$ cat config.mk
export PLATFORM = sky130hd
export DESIGN_NAME = xup_logic_vector_acc
export DESIGN_NICKNAME = d
export VERILOG_FILES = /design/src/rtl/xup_logic_pkg.sv /design/src/rtl/xup_logic_vector_alu.sv /design/src/rtl/xup_logic_vector_acc.sv
export SDC_FILE = /design/constraint.sdc
export NUM_CORES = 1
export LEC_CHECK = 0
export BUFFER_PORTS_ARGS = -buffer_cell sky130_fd_sc_hd__buf_4
export CORE_MARGIN = 5
export CORE_UTILIZATION = 57
export DETAILED_ROUTE_END_ITERATION = 16
export PLACE_DENSITY = 0.83
export SLEW_MARGIN = 20
export SYNTH_ARGS = -nofsm -noshare
export SYNTH_HDL_FRONTEND = slang
export SYNTH_SLANG_ARGS = --single-unit
$ cat constraint.sdc
create_clock -name clk -period 2.6 [get_ports clk]
set_clock_uncertainty 0.15 [all_clocks]
set_input_delay 0.26 -clock clk [delete_from_list [all_inputs] [get_ports clk]]
set_output_delay 0.26 -clock clk [all_outputs]
set_load 0.03 [all_outputs]
$ cat src/rtl/xup_logic_pkg.sv
// xup_logic_pkg: shared definitions for the bitwise logic vector accumulator.
//   - Op-code constants (OP_OR .. OP_XACC) for the 3-bit op select.
//   - FSM state type for the accumulate frame controller (ST_IDLE, ST_ACC).
//   - is_acc_op(): true for the two accumulate op-codes (110, 111).
package xup_logic_pkg;

  localparam logic [2:0] OP_OR   = 3'b000;
  localparam logic [2:0] OP_AND  = 3'b001;
  localparam logic [2:0] OP_XOR  = 3'b010;
  localparam logic [2:0] OP_NOR  = 3'b011;
  localparam logic [2:0] OP_NAND = 3'b100;
  localparam logic [2:0] OP_XNOR = 3'b101;
  localparam logic [2:0] OP_OACC = 3'b110;
  localparam logic [2:0] OP_XACC = 3'b111;

  typedef enum logic {
    ST_IDLE = 1'b0,
    ST_ACC  = 1'b1
  } state_e;

  // Both accumulate codes share the pattern 11x.
  function automatic logic is_acc_op(input logic [2:0] op);
    return (op[2:1] == 2'b11);
  endfunction

endpackage

$ cat src/rtl/xup_logic_vector_alu.sv
// xup_logic_vector_alu: combinational bitwise operator.
// Ports:
//   a, b        [SIZE-1:0] in   operands
//   op          [2:0]      in   operation select (see xup_logic_pkg)
//   acc         [SIZE-1:0] in   running accumulator, used by the 11x ops only
//   next_value  [SIZE-1:0] out  f(a,b) for direct ops, folded value for 11x ops
module xup_logic_vector_alu
  import xup_logic_pkg::*;
#(
  parameter int SIZE = 8
) (
  input  logic [SIZE-1:0] a,
  input  logic [SIZE-1:0] b,
  input  logic [2:0]      op,
  input  logic [SIZE-1:0] acc,
  output logic [SIZE-1:0] next_value
);

  always_comb begin
    next_value = '0;
    case (op)
      OP_OR:   next_value = a | b;
      OP_AND:  next_value = a & b;
      OP_XOR:  next_value = a ^ b;
      OP_NOR:  next_value = ~(a | b);
      OP_NAND: next_value = ~(a & b);
      OP_XNOR: next_value = ~(a ^ b);
      OP_OACC: next_value = acc | (a | b);
      OP_XACC: next_value = acc ^ (a ^ b);
      default: next_value = '0;
    endcase
  end

endmodule

$ cat src/rtl/xup_logic_vector_acc.sv
// xup_logic_vector_acc: registered, valid/ready handshaked bitwise vector unit.
// Direct ops (000-101) produce one result per accepted beat with 1-cycle
// latency. Accumulate ops (110 OR-acc, 111 XOR-acc) fold ACC_LEN beats into
// one result; the op of the first beat of a frame is latched and used for the
// whole frame.
// Ports:
//   clk, reset (async, active-high)
//   in_valid / in_ready, a, b [SIZE-1:0], op [2:0]     input beat handshake
//   out_valid / out_ready, y [SIZE-1:0], out_last      result handshake
// Optional (macro XUP_LOGIC_VECTOR_STATS_EN):
//   beat_cnt [15:0]   accepted input beats, saturating
//   frame_cnt [15:0]  transferred results, saturating
// DELAY is a simulation-only output delay; it has no effect on cycle behaviour
// and is not modelled here.
module xup_logic_vector_acc
  import xup_logic_pkg::*;
#(
  parameter int SIZE    = 8,
  parameter int ACC_LEN = 4,
  parameter int DELAY   = 0
) (
  input  logic            clk,
  input  logic            reset,
  input  logic            in_valid,
  output logic            in_ready,
  input  logic [SIZE-1:0] a,
  input  logic [SIZE-1:0] b,
  input  logic [2:0]      op,
  output logic            out_valid,
  input  logic            out_ready,
  output logic [SIZE-1:0] y,
  output logic            out_last
`ifdef XUP_LOGIC_VECTOR_STATS_EN
  ,output logic [15:0]    beat_cnt
  ,output logic [15:0]    frame_cnt
`endif
);

  localparam int CW = $clog2(ACC_LEN + 1);
  localparam logic [CW-1:0] LAST_BEAT = CW'(ACC_LEN - 1);

  if (SIZE < 1 || ACC_LEN < 1 || DELAY < 0) begin : g_bad_param
    $error("xup_logic_vector_acc: illegal parameter value");
  end

  state_e          state_q, state_d;
  logic [CW-1:0]   cnt_q, cnt_d;
  logic [SIZE-1:0] acc_q, acc_d;
  logic [2:0]      op_q, op_d;
  logic [SIZE-1:0] y_q, y_d;
  logic            valid_q, valid_d;
  logic            last_q, last_d;

  logic            accept;
  logic            transfer;
  logic [2:0]      alu_op;
  logic [SIZE-1:0] alu_value;

  assign in_ready = !valid_q || out_ready;
  assign accept   = in_valid && in_ready;
  assign transfer = valid_q && out_ready;

  // Inside a frame the live op input is ignored in favour of the latched op.
  // acc_q is always zero in IDLE, so the fold ops yield a|b / a^b there.
  assign alu_op = (state_q == ST_ACC) ? op_q : op;

  xup_logic_vector_alu #(
    .SIZE(SIZE)
  ) u_alu (
    .a          (a),
    .b          (b),
    .op         (alu_op),
    .acc        (acc_q),
    .next_value (alu_value)
  );

  always_comb begin
    state_d = state_q;
    cnt_d   = cnt_q;
    acc_d   = acc_q;
    op_d    = op_q;
    y_d     = y_q;
    last_d  = last_q;
    // A transfer frees the output slot; a load below may refill it.
    valid_d = transfer ? 1'b0 : valid_q;

    if (accept) begin
      if (state_q == ST_IDLE) begin
        if (is_acc_op(op)) begin
          op_d = op;
          if (ACC_LEN == 1) begin
            y_d     = alu_value;
            valid_d = 1'b1;
            last_d  = 1'b1;
            cnt_d   = '0;
            acc_d   = '0;
          end else begin
            acc_d   = alu_value;
            cnt_d   = CW'(1);
            state_d = ST_ACC;
          end
        end else begin
          y_d     = alu_value;
          valid_d = 1'b1;
          last_d  = 1'b1;
        end
      end else begin
        if (cnt_q == LAST_BEAT) begin
          y_d     = alu_value;
          valid_d = 1'b1;
          last_d  = 1'b1;
          cnt_d   = '0;
          acc_d   = '0;
          state_d = ST_IDLE;
        end else begin
          acc_d = alu_value;
          cnt_d = cnt_q + CW'(1);
        end
      end
    end
  end

  always_ff @(posedge clk or posedge reset) begin
    if (reset) begin
      state_q <= ST_IDLE;
      cnt_q   <= '0;
      acc_q   <= '0;
      op_q    <= '0;
      y_q     <= '0;
      valid_q <= 1'b0;
      last_q  <= 1'b0;
    end else begin
      state_q <= state_d;
      cnt_q   <= cnt_d;
      acc_q   <= acc_d;
      op_q    <= op_d;
      y_q     <= y_d;
      valid_q <= valid_d;
      last_q  <= last_d;
    end
  end

  assign y         = y_q;
  assign out_valid = valid_q;
  assign out_last  = last_q;

`ifdef XUP_LOGIC_VECTOR_STATS_EN
  logic [15:0] beat_cnt_q;
  logic [15:0] frame_cnt_q;

  always_ff @(posedge clk or posedge reset) begin
    if (reset) begin
      beat_cnt_q  <= '0;
      frame_cnt_q <= '0;
    end else begin
      if (accept && beat_cnt_q != 16'hFFFF) beat_cnt_q <= beat_cnt_q + 16'd1;
      if (transfer && frame_cnt_q != 16'hFFFF) frame_cnt_q <= frame_cnt_q + 16'd1;
    end
  end

  assign beat_cnt  = beat_cnt_q;
  assign frame_cnt = frame_cnt_q;
`endif

endmodule

After elaboration in Yosys (flattened, before gate mapping):

Index checks and enable logic that the tools add are counted.
W data, S select, Z words.

* flip-flop bits (word level): 25
* input port bits: 23
* output and inout port bits: 11
* word-level logic and storage cells: 59

* add/sub/neg operators: 1
* equal/unequal tests: 11
* mux-type cells: 22
* bitwise operators: 9
* reductions and logical operators: 9

Operators by type and width (number)
* $pmux W8 S8: 1
* $mux W8: 6
* $not A8 Y8: 3
* $or A8 B8 Y8: 2
* $xor A8 B8 Y8: 2
* $eq A3 B3 Y1 const B: 4
* $mux W3: 4
* $mux W1: 11
* $eq A3 B2 Y1 const B: 3
* $and A8 B8 Y8: 1
* $reduce_and A3 Y1: 2
* $add A3 B1 Y3 const B: 1
* $eq A3 B1 Y1 const B: 1
* $logic_not A3 Y1: 1
* $eq A2 B2 Y1 const B: 1
* $logic_and A1 B1 Y1: 2
* $ne A2 B1 Y1 const B: 1
* $ne A2 B2 Y1 const B: 1
* $reduce_and A2 Y1: 1
* $reduce_bool A2 Y1: 1
* $logic_not A1 Y1: 1
* $logic_or A1 B1 Y1: 1
* $not A1 Y1: 1

Longest topological paths before layout:

Gate-level depths: netlist of the first run.

* depth in word-level cells: 5
* depth in mapped cells: 7
* gate-level depth less buffers: 7

Modules after synthesis:

Synthesis of the first run repeated with hierarchy kept, for this count alone.

* cell total of the unflattened synthesis: 212
* area, all modules: 1973.1 um^2

By module, submodules not included
* xup_logic_vector_acc: times used 1, cells each 74, area each 1047.3 um^2, seq. area each 625.6 um^2
* xup_logic_vector_alu: times used 1, cells each 138, area each 925.9 um^2, seq. area each 0.0 um^2

Worst setup path before layout of the first run:

Ideal clock, no wire load.

* path type: reg2reg
* start: reg valid_q (netlist: out_valid)
* end: reg y_q[0] (netlist: y[0])
* library setup time: 0.095 ns
* arrival: 1.804 ns
* required time: 2.355 ns
* setup slack: 0.550 ns
* cell stages (with the launch flop): 7
* buffers on the path: 2
* period minus slack after synthesis: 2.050 ns
* path through: dfrtp_1 > nand2b_1 > and2_1 > clkbuf_1 > nand2_1 > buf_2 > o31ai_1

* cells in the longest elaborated chain, start to end: 4

Ends and longest elaborated chain
* start: declaration: RTL line xup_logic_vector_acc.sv:51 `logic valid_q, valid_d;`
* start signal: assignment: RTL line xup_logic_vector_acc.sv:138 `valid_q <= valid_d;`
* $logic_not A1 Y1: RTL line xup_logic_vector_acc.sv:59 `assign in_ready = !valid_q || out_ready;`
* $logic_or A1 B1 Y1: RTL line xup_logic_vector_acc.sv:59
* net in_ready: RTL line xup_logic_vector_acc.sv:25 `output logic in_ready,`
* $logic_and A1 B1 Y1: RTL line xup_logic_vector_acc.sv:60 `assign accept = in_valid && in_ready;`
* $reduce_and A3 Y1 (no line)
* end signal: assignment: RTL line xup_logic_vector_acc.sv:137 `y_q <= y_d;`
* end: declaration: RTL line xup_logic_vector_acc.sv:50 `logic [SIZE-1:0] y_q, y_d;`

The timed path passes the listed nets, and every way through them passes these cells.
A chain may end at the register's enable or synchronous reset.

Worst setup path after layout of the first run:

* start: reg state_q
* end: reg y_q[1] (netlist: y[1])

* cells in the longest elaborated chain, start to end: 5
* elaborated cells on any way between the ends: 16
* classes of those cells: eq/ne (9); mux (5); reduce/logical (2)

Ends and longest elaborated chain
* start: declaration: RTL line xup_logic_vector_acc.sv:46 `state_e state_q, state_d;`
* start signal: assignment: RTL line xup_logic_vector_acc.sv:133 `state_q <= state_d;`
* $mux W3: RTL line xup_logic_vector_acc.sv:65 `assign alu_op = (state_q == ST_ACC) ? op_q : op;`
* $eq A3 B3 Y1, or another cell as far along: RTL line xup_logic_vector_alu.sv:21 `case (op)`
* $pmux W8 S8: RTL line xup_logic_vector_alu.sv:21
* $mux W8 (on tied branches): RTL line xup_logic_vector_acc.sv:89, xup_logic_vector_acc.sv:108
* $mux W8: RTL line xup_logic_vector_acc.sv:88 `if (state_q == ST_IDLE) begin`

Several ways; a longest one is shown, not always the timed one. The select of a mux whose other input is x is not followed.

==> results of run 1 <==
==> state kept, by name (all words and copies together), names as in the netlist <==
name	cells
acc_q	8
y	8
cnt_q	3
op_q	3
out_last	1
out_valid	1
state_q	1
==> per-layer routing <==
layer	vias to the layer above	global-route usage, %	wire (um)
met4	0	4.38	61
met5	-	0	0
met2	74	30.2	2330
met3	7	3.23	366
li1	1002	-	-
met1	959	30.8	2430
==> worst max-delay path: stages, from the launching register on <==
cell and delay, ns:
dfrtp_1 0.60, buf_4 0.25, or2b_1 0.29, o31ai_4 0.43, a22oi_2 0.14, and4_1 0.22, mux2_2 0.25
==> path summary, 6_finish.rpt <==
check                      slack, ns        end  cells past startpoint       from
min in group asynchronous       0.46   cnt_q[0]                      3      reset
hold reg to reg                 0.35       y[3]                      2       y[3]
setup reg to reg                0.15       y[1]                      6    state_q
max in group asynchronous       1.42   acc_q[2]                      3      reset
setup / recovery                0.15       y[1]                      6    state_q
hold / removal                  0.12  out_valid                      3  out_ready
==> synth_stat cells (all sizes together) (2+ instances only) <==
master  count  area, um2
nand2      33        124
dfrtp      25        626
inv        21       78.8
ha         17        213
nor2       14       52.6
o21ai      13       65.1
a21oi      11       55.1
mux2i      11        110
o211ai     11       82.6
buf         8       46.3
clkbuf      7       26.3
o31ai       7       66.3
mux2        6       67.6
nand2b      6       37.5
a22o        4       35.0
a22oi       4       35.0
nand3       4       20.0
nand3b      4       30.0
nor2b       4       25.0
a21o        3       22.5
a31oi       3       18.8
a32o        3       30.0
and2        3       18.8
and3        3       18.8
nor4        3       18.8
o21a        3       22.5
o32a        3       30.0
a21boi      2       15.0
a41oi       2       17.5
nor3b       2       15.0
or3b        2       17.5
==> metrics by stage <==
step / cells / instance area, um2
after floorplan: 258 / 2180
after global placement: 331 / 2480
after detailed placement: 331 / 2480
after CTS: 335 / 2530
after global routing: 336 / 2540
final: 336 / 2540
==> area by class of cell <==
| type | count | area share, % |
|---|---|---|
| Clock inverter | 1 | 0.345 |
| Timing Repair Buffer | 41 | 12.7 |
| Tap cell | 48 | 2.37 |
| Multi-Input combinational cell | 197 | 55.2 |
| Sequential cell | 25 | 24.7 |
| Inverter | 21 | 3.11 |
| Clock buffer | 3 | 1.63 |
==> cells by family after synthesis <==
logic type               count (synthesis)
AO/OA/AOI/OAI                           79
XOR/XNOR                                 1
adder cells (fa/ha/maj)                 17
buffers and inverters                   36
flip-flops                              25
multiplexers                            17
AND/OR/NAND/NOR                         83
==> power breakdown <==
group	switching, W	internal [W]	leakage [nW]
sequential	0.000176	0.000565	0.299
clock	0.000138	0.000113	0.0261
combinational	0.00101	0.000773	0.840
==> repair_timing <==
| item | CTS | global route |
|---|---|---|
| setup endpoints to repair | 0 | 0 |
| endpoints found under the hold margin | 0 | 25 |
| hold buffers | 0 | 1 |
==> flow_metrics.py, run 1 <==
metrics = {
    "logic_synthesis": {
        "async_reset_ff_share_pct": 100,
        "synth.area.mux_share_pct": 8.16,
        "synth_compound_area_share_pct": 26.7,
        "synth_edf_count": 0,
        "synth-seq-cells": 25,
        "synth_fp_nets": 298,
        "yosys.area_share.simple_pct": 19.3,
        "ys_seq_area_share_pct": 28.7,
        "synth.cell_area_mm2": 0.00218,
        "synth_flop_cell": "dfrtp_1",
        "synth.distinct_cells": 50,
        "syn_avg_cell_area_um2": 8.44,
        "synth_cells": 258,
        "synth_top_family_by_area": "compound AO/OA/AOI/OAI gates",
        "yosysWarnings": 0,
        "synthXorXnorAreaFrac_pct": 0.402,
        "synthAdderAreaFrac_pct": 9.77,
    },
    "cts": {
        "clock_latency_ns": 0.28,
        "postCtsSetupRepairBufs": 0,
        "path_clk_slew_ns": 0.10,
        "htreeDepth": 1,
        "root_buffer": "clkbuf_8",
        "cts.sinks": 25,
        "cts_tree": "yes",
        "clk_path_buf_depth": 2,
        "cts_made_buffers": 3,
        "cts_resized": 0,
    },
    "power": {
        "leakagePower_nw": 1.17,
        "total_power_w": 0.00278,
        "ir_worst_vdd_uv": 706,
        "cellPowerDensity_mw_per_mm2": 1090,
    },
    "place": {
        "pre_cts_ws_ns": 0.189,
        "dp_hpwl_mm": 3.79,
        "portBuffers": 33,
        "gp_congestion": 0.942,
    },
    "critical_path": {
        "arrival_ns": 2.47,
        "endpoint_kind": "flop",
        "crit_type": "flop to flop",
        "crit_required_ns": 2.62,
        "worst-path-max-fanout": 12,
        "cp-start-kind": "flop",
    },
    "timing": {
        "tightest_slew_ns": 0.891,
        "max_slew_margin_pct": 40.2,
        "finalCriticalPeriod_ns": 2.45,
        "setup_viol": 0,
        "holdWs_ns": 0.120,
        "period_share_pct": 94.2,
        "maxSlewViolCount": 0,
        "finalHoldViolCount": 0,
        "rsz0062_at_grt": "false",
        "max_clock_freq_mhz": 408,
        "tns_ns": 0,
        "worst_slack_ns": 0.151,
    },
    "final_layout": {
        "syn_to_final_growth_pct": 16.6,
        "seq_area_um2": 626,
        "multi_input_area_mm2": 0.00140,
        "final_util_pct": 68.8,
        "final_common_cell": "buf_4",
        "num_antenna_cells": 0,
        "fin_nets": 329,
        "drive_gt1_share_pct": 19.4,
        "final_cell_mix": "buf_4, nand2_1, dfrtp_1",
        "fillers": 316,
    },
    "die": {
        "core_mm2": 0.00369,
        "dieWidth_um": 71.8,
        "core.rowCount": 22,
        "die_area_mm2": 0.00516,
        "start_util_pct": 59.0,
        "ios": 34,
        "fp.dieH_um": 71.8,
    },
    "routing": {
        "vias": 2042,
        "antenna_left": 0,
        "wire_per_inst_um": 15.5,
        "drc": 0,
        "first_pass_iters": 4,
        "first_iter_violations": 229,
        "wirelength_mm": 5.19,
        "via_per_inst": 6.08,
    },
    "job": {
        "maxCapViolCount": 0,
    },
    "outcome": {
        "status": "completed",
    },
    "min_path": {
        "hold_class": "input pin to flop",
    },
    "grt": {
        "grt_pass1_vias": 1818,
        "grt_usage_pct": 20.3,
        "grt.overflow.total": 0,
        "grt_pass1_wl_mm": 8.65,
        "antenna_found_initial": 0,
        "grt_max_degree": 26,
    },
}
Note: power is estimated with default switching activity, not from simulation.
==> run 2, diff against run 1 <==
--- a/config.mk
+++ b/config.mk
@@ -5,11 +5,12 @@
 export SDC_FILE = /design/constraint.sdc
 export NUM_CORES = 1
 export LEC_CHECK = 0
+export ABC_AREA = 1
 export BUFFER_PORTS_ARGS = -buffer_cell sky130_fd_sc_hd__buf_4
 export CORE_MARGIN = 5
-export CORE_UTILIZATION = 57
+export CORE_UTILIZATION = 58
 export DETAILED_ROUTE_END_ITERATION = 16
-export PLACE_DENSITY = 0.83
+export PLACE_DENSITY = 0.84
 export SLEW_MARGIN = 20
 export SYNTH_ARGS = -nofsm -noshare
 export SYNTH_HDL_FRONTEND = slang
==> run 2 against run 1 <==
Compared with the run above:
- sequential power is 13% lower
- first-iteration DRC count is 25% higher
- core utilization decreased by 3.4 points
- synthesized cell count is 36% higher
- non-clock buffer count down 5
- worst setup slack improved by 0.34 ns
- clock power fell by 7%
- wire length grew 5.5%
- power down 12%
- worst hold slack worse by 0.022 ns
- critical path depth up 3
- critical endpoint is now y[7]
- largest power group unchanged
==> flow_metrics.py, run 2 <==
metrics = {
    "outcome": {
        "status": "completed",
    },
    "critical_path": {
        "crit_type": "flop to flop",
        "crit_family": "simple AND/OR/NAND/NOR gates",
        "rr_startpoint": "state_q",
        "crit_slowest_cell": "dfrtp_1",
        "reg2reg_to": "y[7]",
        "crit_required_ns": 2.61,
        "max_stage_delay_ns": 0.57,
        "crit_buf_inv": 1,
        "cp_cell_sequence": "inv_6, nand2_1, nand2_1, nand4_1, nand2_1, nor2_1, nand3_1, nand2_1, nand2_1",
        "cp_common_cell": "nand2_1",
        "reg2reg_slack_ns": 0.49,
        "arrival_ns": 2.12,
        "endpoint_kind": "flop",
        "cp-start-kind": "flop",
        "worst-path-max-fanout": 20,
        "reg2reg_depth": 9,
    },
    "logic_synthesis": {
        "ys_seq_area_share_pct": 26.9,
        "yosysMostFrequentCell": "nand2_1",
        "synth_flop_cell": "dfrtp_1",
        "synth_fp_nets": 390,
        "async_reset_ff_share_pct": 100,
        "synth_top_area_share_pct": 26.9,
        "synth.distinct_cells": 25,
        "yosysWarnings": 0,
        "synth_cells": 350,
        "yosys.area.top_type": "dfrtp_1",
        "synth.cells.most_frequent": "nand2_1, inv_1, nand4_1, dfrtp_1, nor2_1",
        "synth_edf_count": 0,
        "synth-seq-cells": 25,
        "ys_top_cells_by_area": "dfrtp_1, nand2_1, nand4_1",
        "synth.cell_area_mm2": 0.00233,
        "syn_avg_cell_area_um2": 6.65,
    },
    "cts": {
        "cts_tree": "yes",
        "htreeDepth": 1,
        "clock_latency_ns": 0.27,
        "clk_path_buf_depth": 2,
        "cts_made_buffers": 3,
        "path_clk_slew_ns": 0.09,
        "cts_resized": 0,
        "ctsHoldBuffers": 1,
        "postCtsSetupRepairBufs": 0,
        "root_buffer": "clkbuf_8",
        "cts.sinks": 25,
    },
    "grt": {
        "grt.overflow.total": 0,
        "grt_pass1_wl_mm": 9.03,
        "grt_usage_pct": 20.8,
        "grt_pass1_vias": 2066,
        "grt_max_degree": 33,
        "antenna_found_initial": 0,
    },
    "routing": {
        "first_iter_violations": 286,
        "wirelength_mm": 5.48,
        "wire_per_inst_um": 12.9,
        "first_pass_iters": 5,
        "via_per_inst": 5.52,
        "antenna_left": 0,
        "drc": 0,
        "vias": 2340,
    },
    "power": {
        "cellPowerDensity_mw_per_mm2": 946,
        "power_frac_seq_pct": 26.6,
        "clkPwrFrac_pct": 9.6,
        "pwr-share-comb_pct": 63.8,
        "switching_share_pct": 54.3,
        "internal_power_w": 0.00111,
        "leakagePower_nw": 1.52,
        "ir_worst_vdd_uv": 825,
        "switchingPower_w": 0.00132,
    },
    "die": {
        "start_util_pct": 59.1,
        "fp.dieH_um": 73.4,
        "ios": 34,
        "dieWidth_um": 73.4,
        "die_area_mm2": 0.00538,
        "core.rowCount": 23,
        "core_mm2": 0.00394,
    },
    "timing": {
        "max_clock_freq_mhz": 473,
        "tightest_slew_ns": 0.710,
        "rsz0062_at_grt": "false",
        "finalCriticalPeriod_ns": 2.11,
        "tns_ns": 0,
        "max_slew_margin_pct": 52.6,
        "period_share_pct": 81.2,
        "maxSlewViolCount": 0,
        "worst_slack_ns": 0.488,
        "setup_viol": 0,
        "finalHoldViolCount": 0,
    },
    "place": {
        "portBuffers": 33,
        "pre_cts_ws_ns": 0.536,
        "gp_congestion": 0.870,
        "dp_hpwl_mm": 3.87,
        "place_inst": 419,
    },
    "min_path": {
        "hold_class": "input pin to flop",
        "min_to": "op_q[0]",
        "min_path_cells": 3,
        "min_from": "op[0]",
    },
    "job": {
        "maxCapViolCount": 0,
    },
    "final_layout": {
        "fillers": 347,
        "fin_cells": 424,
        "fin_nets": 415,
        "drive_gt1_share_pct": 15.5,
        "final_cell_mix": "nand2_1, inv_1, nand4_1",
        "final_common_cell": "nand2_1",
        "num_antenna_cells": 0,
        "final_util_pct": 65.3,
        "syn_to_final_growth_pct": 10.6,
    },
}
==> run 2: final cells by class <==
| class | count | area [um2] | share of cell area [%] |
|---|---|---|---|
| clock inverter | 1 | 5.00 | 0.194 |
| clock buffer | 3 | 41.3 | 1.60 |
| tap | 50 | 62.6 | 2.43 |
| timing repair buffer | 36 | 273 | 10.6 |
| inverter | 54 | 218 | 8.45 |
| sequential | 25 | 626 | 24.3 |
| multi-input combinational | 255 | 1350 | 52.5 |
==> run 2: logic make-up after synthesis <==
family / after synthesis / share of synthesized area [%]
xor gates and xnor gates: 2 / 0.752
and+or+nand+nor: 228 / 46.3
AOI/OAI and AO/OA: 8 / 1.83
adders and majority gates: 17 / 9.13
buffers and inverters: 70 / 15.1
DFF: 25 / 26.9
==> run 2: routing by layer <==
layer	vias up	GRT usage [%]	share of wire, %
li1	1174	-	-
met1	1059	28.7	44
met2	105	33.5	46
met3	2	3.56	9.0
met4	0	6.24	0.66
met5	-	0	0
==> run 2: how the worst max path moves through the flow <==
stage	startpoint	to	slack, ns	cells past startpoint
after floorplan	out_valid	acc_q[0]	0.80	6
after global placement	state_q	y[7]	0.60	9
after detailed placement	state_q	y[7]	0.54	9
after CTS	state_q	y[7]	0.52	9
after global routing	state_q	y[4]	0.32	9
final	state_q	y[7]	0.49	9
==> run 2: stage by stage <==
| stage | instance area, um2 | hold slack [ns] | power, W |
|---|---|---|---|
| 2_1_floorplan | 2330 | 0.137 | 0.00195 |
| 3_3_place_gp | 2520 | 0.187 | 0.00216 |
| 3_5_place_dp | 2520 | 0.208 | 0.00219 |
| 4_1_cts | 2580 | 0.0941 | 0.00243 |
| 5_1_grt | 2580 | 0.0985 | 0.00265 |
| 6_report | 2580 | 0.0982 | 0.00244 |
==> run 2: worst reg2reg max path, stage by stage, from the launching register on <==
cell and delay [ns]:
dfrtp_1 0.57, inv_6 0.09, nand2_1 0.07, nand2_1 0.42, nand4_1 0.27, nand2_1 0.07
nor2_1 0.10, nand3_1 0.10, nand2_1 0.10, nand2_1 0.07
==> run 2: power by group through the flow <==
stage | combinational [W] | sequential [W] | clock (W)
2_1_floorplan | 0.00121 | 0.000733 | 0
4_1_cts | 0.00155 | 0.000644 | 0.000239
6_report | 0.00156 | 0.000648 | 0.000233
3_3_place_gp | 0.00151 | 0.000647 | 0
3_5_place_dp | 0.00154 | 0.000649 | 0
5_1_grt | 0.00173 | 0.000665 | 0.000259
